### config.mk
export PLATFORM = sky130hd
export DESIGN_NAME = data_path_stk
export DESIGN_NICKNAME = d
export VERILOG_FILES = /design/src/rtl/data_path_stk.sv
export SDC_FILE = /design/constraint.sdc
export NUM_CORES = 1
export LEC_CHECK = 0
export CAP_MARGIN = 10
export CORE_MARGIN = 1
export CORE_UTILIZATION = 60
export DETAILED_ROUTE_END_ITERATION = 6
export PLACE_DENSITY = 0.83
export REMOVE_ABC_BUFFERS = 1
export SYNTH_ARGS = -nofsm -noshare
export SYNTH_HDL_FRONTEND = slang
export SYNTH_SLANG_ARGS = --single-unit
### constraint.sdc
create_clock -name clk -period 17.4 [get_ports clk]
set_clock_uncertainty 0.05 [all_clocks]
set_input_delay 3.48 -clock clk [delete_from_list [all_inputs] [get_ports clk]]
set_output_delay 3.48 -clock clk [all_outputs]
set_load 0.03 [all_outputs]
### src/rtl/data_path_stk.sv
// Hack-style data path: A register, NUM_D data registers, internal ALU and a PC with a call/return stack.
// Define DATA_PATH_STK_CARRY_EN to add the combinational co_o/ov_o adder flags.
module data_path_stk #(
    parameter int WIDTH       = 16,
    parameter int PC_STEP     = 2,
    parameter int NUM_D       = 4,
    parameter int STACK_DEPTH = 8,
    localparam int DW         = $clog2(NUM_D),
    localparam int SW         = $clog2(STACK_DEPTH)
) (
    input  logic             clk,
    input  logic             resetb,
    input  logic [WIDTH-1:0] inM_i,
    input  logic [WIDTH-1:0] instruction_i,
    input  logic             selA_i,
    input  logic             enA_i,
    input  logic             selALU_i,
    input  logic [DW-1:0]    selD_i,
    input  logic             enD_i,
    input  logic             enPC_i,
    input  logic             loadPC_i,
    input  logic             call_i,
    input  logic             ret_i,
    input  logic             na_i,
    input  logic             za_i,
    input  logic             nb_i,
    input  logic             zb_i,
    input  logic             f_i,
    input  logic             no_i,
    input  logic             halt_i,
    input  logic             stall_i,
    input  logic             clr_err_i,
    output logic [WIDTH-1:0] outM_o,
    output logic [WIDTH-1:0] addressM_o,
    output logic [WIDTH-1:0] pc_o,
    output logic [WIDTH-1:0] regD_o,
    output logic             zr_o,
    output logic             zn_o,
    output logic [SW:0]      depth_o,
`ifdef DATA_PATH_STK_CARRY_EN
    output logic             co_o,
    output logic             ov_o,
`endif
    output logic             stk_ovf_o,
    output logic             stk_unf_o
);

    logic [WIDTH-1:0] a_q, a_d;
    logic [WIDTH-1:0] pc_q, pc_d;
    logic [WIDTH-1:0] d_q [NUM_D];
    logic [WIDTH-1:0] stk_q [STACK_DEPTH];
    logic [SW:0]      depth_q, depth_d;
    logic             ovf_q, ovf_d;
    logic             unf_q, unf_d;

    logic [WIDTH-1:0] x_sel, y_sel, x_op, y_op, add_res, alu_res;
    logic             upd, pc_upd, d_wr, push;
    logic [WIDTH-1:0] pc_inc;
    logic [SW-1:0]    push_idx, pop_idx;

    always_comb begin
        x_sel = d_q[selD_i];
        y_sel = selALU_i ? inM_i : a_q;
        x_op  = za_i ? '0 : x_sel;
        x_op  = na_i ? ~x_op : x_op;
        y_op  = zb_i ? '0 : y_sel;
        y_op  = nb_i ? ~y_op : y_op;
    end

`ifdef DATA_PATH_STK_CARRY_EN
    logic [WIDTH:0] sum_ext;
    assign sum_ext = {1'b0, x_op} + {1'b0, y_op};
    assign add_res = sum_ext[WIDTH-1:0];
    assign co_o    = f_i & sum_ext[WIDTH];
    // Signed overflow: same-sign operands producing an opposite-sign sum.
    assign ov_o    = f_i & (x_op[WIDTH-1] == y_op[WIDTH-1]) & (sum_ext[WIDTH-1] != x_op[WIDTH-1]);
`else
    assign add_res = x_op + y_op;
`endif

    always_comb begin
        alu_res = f_i ? add_res : (x_op & y_op);
        alu_res = no_i ? ~alu_res : alu_res;
    end

    assign outM_o     = alu_res;
    assign zr_o       = (alu_res == '0);
    assign zn_o       = alu_res[WIDTH-1];
    assign addressM_o = a_q;
    assign pc_o       = pc_q;
    assign regD_o     = d_q[selD_i];
    assign depth_o    = depth_q;
    assign stk_ovf_o  = ovf_q;
    assign stk_unf_o  = unf_q;

    assign upd      = ~stall_i;
    assign pc_upd   = upd & enPC_i & ~halt_i;
    assign d_wr     = upd & enD_i;
    assign pc_inc   = pc_q + WIDTH'(PC_STEP);
    assign push_idx = SW'(depth_q);
    assign pop_idx  = SW'(depth_q - 1'b1);

    always_comb begin
        a_d     = a_q;
        pc_d    = pc_q;
        depth_d = depth_q;
        ovf_d   = ovf_q;
        unf_d   = unf_q;
        push    = 1'b0;
        if (upd && enA_i) begin
            a_d = selA_i ? instruction_i : alu_res;
        end
        // Clear first so an error raised in the same cycle wins.
        if (upd && !halt_i && clr_err_i) begin
            ovf_d = 1'b0;
            unf_d = 1'b0;
        end
        if (pc_upd) begin
            if (ret_i) begin
                if (depth_q != '0) begin
                    pc_d    = stk_q[pop_idx];
                    depth_d = depth_q - 1'b1;
                end else begin
                    unf_d = 1'b1;
                end
            end else if (call_i) begin
                if (depth_q != (SW+1)'(STACK_DEPTH)) begin
                    push    = 1'b1;
                    pc_d    = a_q;
                    depth_d = depth_q + 1'b1;
                end else begin
                    ovf_d = 1'b1;
                end
            end else if (loadPC_i) begin
                pc_d = a_q;
            end else begin
                pc_d = pc_inc;
            end
        end
    end

    always_ff @(posedge clk or negedge resetb) begin
        if (!resetb) begin
            a_q     <= '0;
            pc_q    <= '0;
            depth_q <= '0;
            ovf_q   <= 1'b0;
            unf_q   <= 1'b0;
            for (int i = 0; i < NUM_D; i++) begin
                d_q[i] <= '0;
            end
            for (int i = 0; i < STACK_DEPTH; i++) begin
                stk_q[i] <= '0;
            end
        end else begin
            a_q     <= a_d;
            pc_q    <= pc_d;
            depth_q <= depth_d;
            ovf_q   <= ovf_d;
            unf_q   <= unf_d;
            if (d_wr) begin
                d_q[selD_i] <= alu_res;
            end
            if (push) begin
                stk_q[push_idx] <= pc_inc;
            end
        end
    end

endmodule
==> impl_metrics.env <==
export IMPL_synthArstFlopShare=1.00
export IMPL_clock_latency_ns=0.54
export IMPL_synthMuxAreaShare=0.145
export IMPL_dp_hpwl_mm=21.9
export IMPL_cts_buffers=25
export IMPL_fillCellCount=1469
export IMPL_antenna_found_initial=0
export IMPL_cp_slowest_cell="clkdlybuf4s50_1"
export IMPL_clock_path_buffers=3
export IMPL_grt_max_degree=82
export IMPL_num_rows=52
export IMPL_register_area_um2=5760
export IMPL_die_y_um=146
export IMPL_path_clk_slew_ns=0.06
export IMPL_area_growth_syn_to_layout_pct=18.6
export IMPL_final_cells=1647
export IMPL_dp_slack_ns=5.31
export IMPL_cts_tree="yes"
export IMPL_antennaDiodeCount=0
export IMPL_grt_ovfl_total=0
export IMPL_gr_usage_all_layers=0.326
export IMPL_worst_slew_margin_rel=0.202
export IMPL_vias_per_cell=6.29
export IMPL_cts_sinks=230
export IMPL_place_congestion=0.952
export IMPL_die_area_um2=21400
export IMPL_drv_cap=0
export IMPL_synth_compound_area_frac=0.148
export IMPL_synthSimpleGateAreaFrac=0.145
export IMPL_postCtsSetupBuffers=0
export IMPL_grt_pass1_vias=10109
export IMPL_yosysWarnings=0
export IMPL_path_buf_inv=4
export IMPL_max_stage_delay_ns=0.73
export IMPL_max_freq_mhz=82.3
export IMPL_cp_end_kind="primary output"
export IMPL_tns_ns=0
export IMPL_swShare=0.392
export IMPL_drt_iter0_drc=911
export IMPL_cp_max_fo=20
export IMPL_synth_top_family_by_area="compound AO/OA/AOI/OAI gates"
export IMPL_critical_path_required_ns=13.87
export IMPL_drt_wl_total_mm=34.1
export IMPL_rsz0062_at_grt="no"
export IMPL_power_internal_uw=1580
export IMPL_layout_setup_ws_ns=5.25
export IMPL_ys_ff_latch=230
export IMPL_synth_fa_ha_area_frac=0.0206
export IMPL_combPwrFrac=0.439
export IMPL_setup_violations=0
export IMPL_grt_first_pass_wirelength_mm=54.7
export IMPL_ctsResizeCount=0
export IMPL_p_leak_uw=0.00650
export IMPL_synth_edf_count=0
export IMPL_vdd_ir_drop_max_v=0.000102
export IMPL_synth_area_um2=12500
export IMPL_yosys_cell_types_count=63
export IMPL_dr_pass1_iters=7
export IMPL_power_frac_seq=0.339
export IMPL_timing_hold_violations_final=0
export IMPL_port_buffers=124
export IMPL_slew_viol_final=0
export IMPL_antenna_left=0
export IMPL_cp_arrival_ns=8.62
export IMPL_yosysSeqAreaShare=0.460
export IMPL_htreeDepth=1
export IMPL_tightestPinTransition_ns=1.20
export IMPL_crit_path_cell_trace="clkdlybuf4s50_1 > buf_4 > mux4_2 > nand2b_1 > xnor2_1 > ha_1 > fa_1 > a211oi_2 > o21bai_4 > a311oi_1 > a2111oi_0 > nor4_2 > inv_1 > nor4_2 > clkdlybuf4s50_1"
export IMPL_cp_start_kind="input pin"
export IMPL_hp_class="reg -> reg"
export IMPL_drive_above_1_share=0.130
export IMPL_num_nets_final=1432
export IMPL_holdBufCountCts=0
export IMPL_syn_avg_cell_area_um2=9.77
export IMPL_finalCriticalPeriod_ns=12.15
export IMPL_status="completed"
export IMPL_die_w_um=146
export IMPL_critPathTopFamily="buffers and inverters"
export IMPL_multi_input_area_um2=6290
export IMPL_core_um2=20400
export IMPL_placedCellCount=1602
export IMPL_avgRoutedWirePerCell_um=20.7
export IMPL_synth_xor_area_frac=0.0420
export IMPL_worstSetupPathType="in -> out"
export IMPL_finalCritPeriodShare=0.699
export IMPL_drc=0
export IMPL_final_util=0.729
export IMPL_vias=10360
export IMPL_initial_core_util=0.614
export IMPL_root_buffer="clkbuf_16"
export IMPL_power_switching_uw=1020
export IMPL_synthCells=1281
export IMPL_powerDensity_nw_per_um2=175
export IMPL_synthFlopType="dfrtp_1"
export IMPL_totalPowerFinal_uw=2600
export IMPL_ios=125
export IMPL_clkPwrFrac=0.222
[path summary, 6_finish.rpt]
| kind | from | to | slack [ns] | cells past startpoint |
|---|---|---|---|---|
| max in group asynchronous | resetb | addressM_o[11] | 12.10 | 3 |
| min in group asynchronous | resetb | stk_q[33] | 2.84 | 1 |
| min | stk_q[113] | stk_q[113] | 0.42 | 2 |
| min reg2reg | stk_q[113] | stk_q[113] | 0.42 | 2 |
| max | selD_i[0] | zr_o | 5.25 | 15 |
| max reg2reg | d_q[0] | addressM_o[14] | 13.46 | 12 |
[flip-flops by register name, indices dropped and copies added (netlist names)]
register	count
stk_ovf_o	1
stk_unf_o	1
pc_o	16
depth_o	4
d_q	64
stk_q	128
addressM_o	16
[power by group through the flow]
stage | sequential, uW | clock (uW) | combinational, uW
6_report | 881 | 577 | 1140
5_1_grt | 902 | 602 | 1230
4_1_cts | 877 | 581 | 1130
3_5_place_dp | 883 | 0 | 1120
3_3_place_gp | 869 | 0 | 1090
2_1_floorplan | 912 | 0 | 700
[cell type report]
cell class                 instances  area share
tap                              270      0.0228
sequential                       230       0.388
timing repair buffer             148      0.0961
clock buffer                      34      0.0491
inverter                          33     0.00835
clock inverter                    11      0.0120
multi-input combinational        921       0.424
[routing by layer]
metal  part of all wire  global-route usage
met3              0.075              0.0613
met2               0.47               0.516
met1               0.42               0.451
met4              0.037               0.120
met5                  0                   0
[worst min-delay path, delay by kind of cell (launching register included)]
kind,cells,cell delay [ns]
AO/OA/AOI/OAI,1,0.06
flip-flops,1,0.33
AND/OR/NAND/NOR,1,0.04
[cell usage in the layout (no fill, tap or decap), types with 20 or more instances in the layout]
master	count
mux4_2	48
buf_4	24
xnor2_1	37
a21oi_1	113
o21ai_0	131
mux2i_1	28
nand2b_1	20
xor2_1	22
nand2_1	152
inv_1	33
clkbuf_16	25
dfrtp_1	229
mux2_2	40
clkdlybuf4s50_1	123
nor2_1	140
[synthesized netlist by cell type, types with 3 or more instances]
| cell type | count | area share |
|---|---|---|
| and3_1 | 12 | 0.0060 |
| o221ai_1 | 3 | 0.0021 |
| clkbuf_1 | 79 | 0.024 |
| buf_4 | 3 | 0.0018 |
| nor3_1 | 19 | 0.0076 |
| a21o_1 | 8 | 0.0048 |
| a31oi_1 | 4 | 0.0020 |
| buf_1 | 10 | 0.0030 |
| buf_2 | 4 | 0.0016 |
| nor2_1 | 142 | 0.043 |
| o31a_1 | 3 | 0.0021 |
| o21a_1 | 4 | 0.0024 |
| o21ai_0 | 131 | 0.052 |
| mux2_2 | 40 | 0.036 |
| and2_1 | 3 | 0.0015 |
| nand3_1 | 18 | 0.0072 |
| a211oi_1 | 19 | 0.011 |
| dfrtp_1 | 230 | 0.46 |
| or3_1 | 8 | 0.0040 |
| nand2_1 | 152 | 0.046 |
| nand4_1 | 8 | 0.0040 |
| o2111ai_1 | 5 | 0.0035 |
| o211ai_1 | 5 | 0.0030 |
| ha_1 | 19 | 0.019 |
| xnor2_1 | 37 | 0.026 |
| o31ai_1 | 3 | 0.0018 |
| inv_1 | 33 | 0.0099 |
| nand2b_1 | 20 | 0.010 |
| a21oi_1 | 114 | 0.046 |
| mux2i_1 | 28 | 0.022 |
| nor2b_1 | 9 | 0.0045 |
| and4_1 | 3 | 0.0021 |
| mux4_2 | 48 | 0.086 |
| xor2_1 | 23 | 0.016 |
[cell families after synthesis]
logic type	Yosys count
AO/OA/AOI/OAI	318
XOR/XNOR	60
adder cells (fa/ha/maj)	20
buffers and inverters	130
flip-flops	230
multiplexers	116
AND/OR/NAND/NOR	407
[through the flow]
stage | area (um2) | hold slack (ns)
after floorplan | 12100 | 0.395
after global placement | 13900 | 0.407
after detailed placement | 13900 | 0.416
after CTS | 14800 | 0.430
after global routing | 14800 | 0.449
final | 14800 | 0.422
Power figures use the tool's default switching activity.
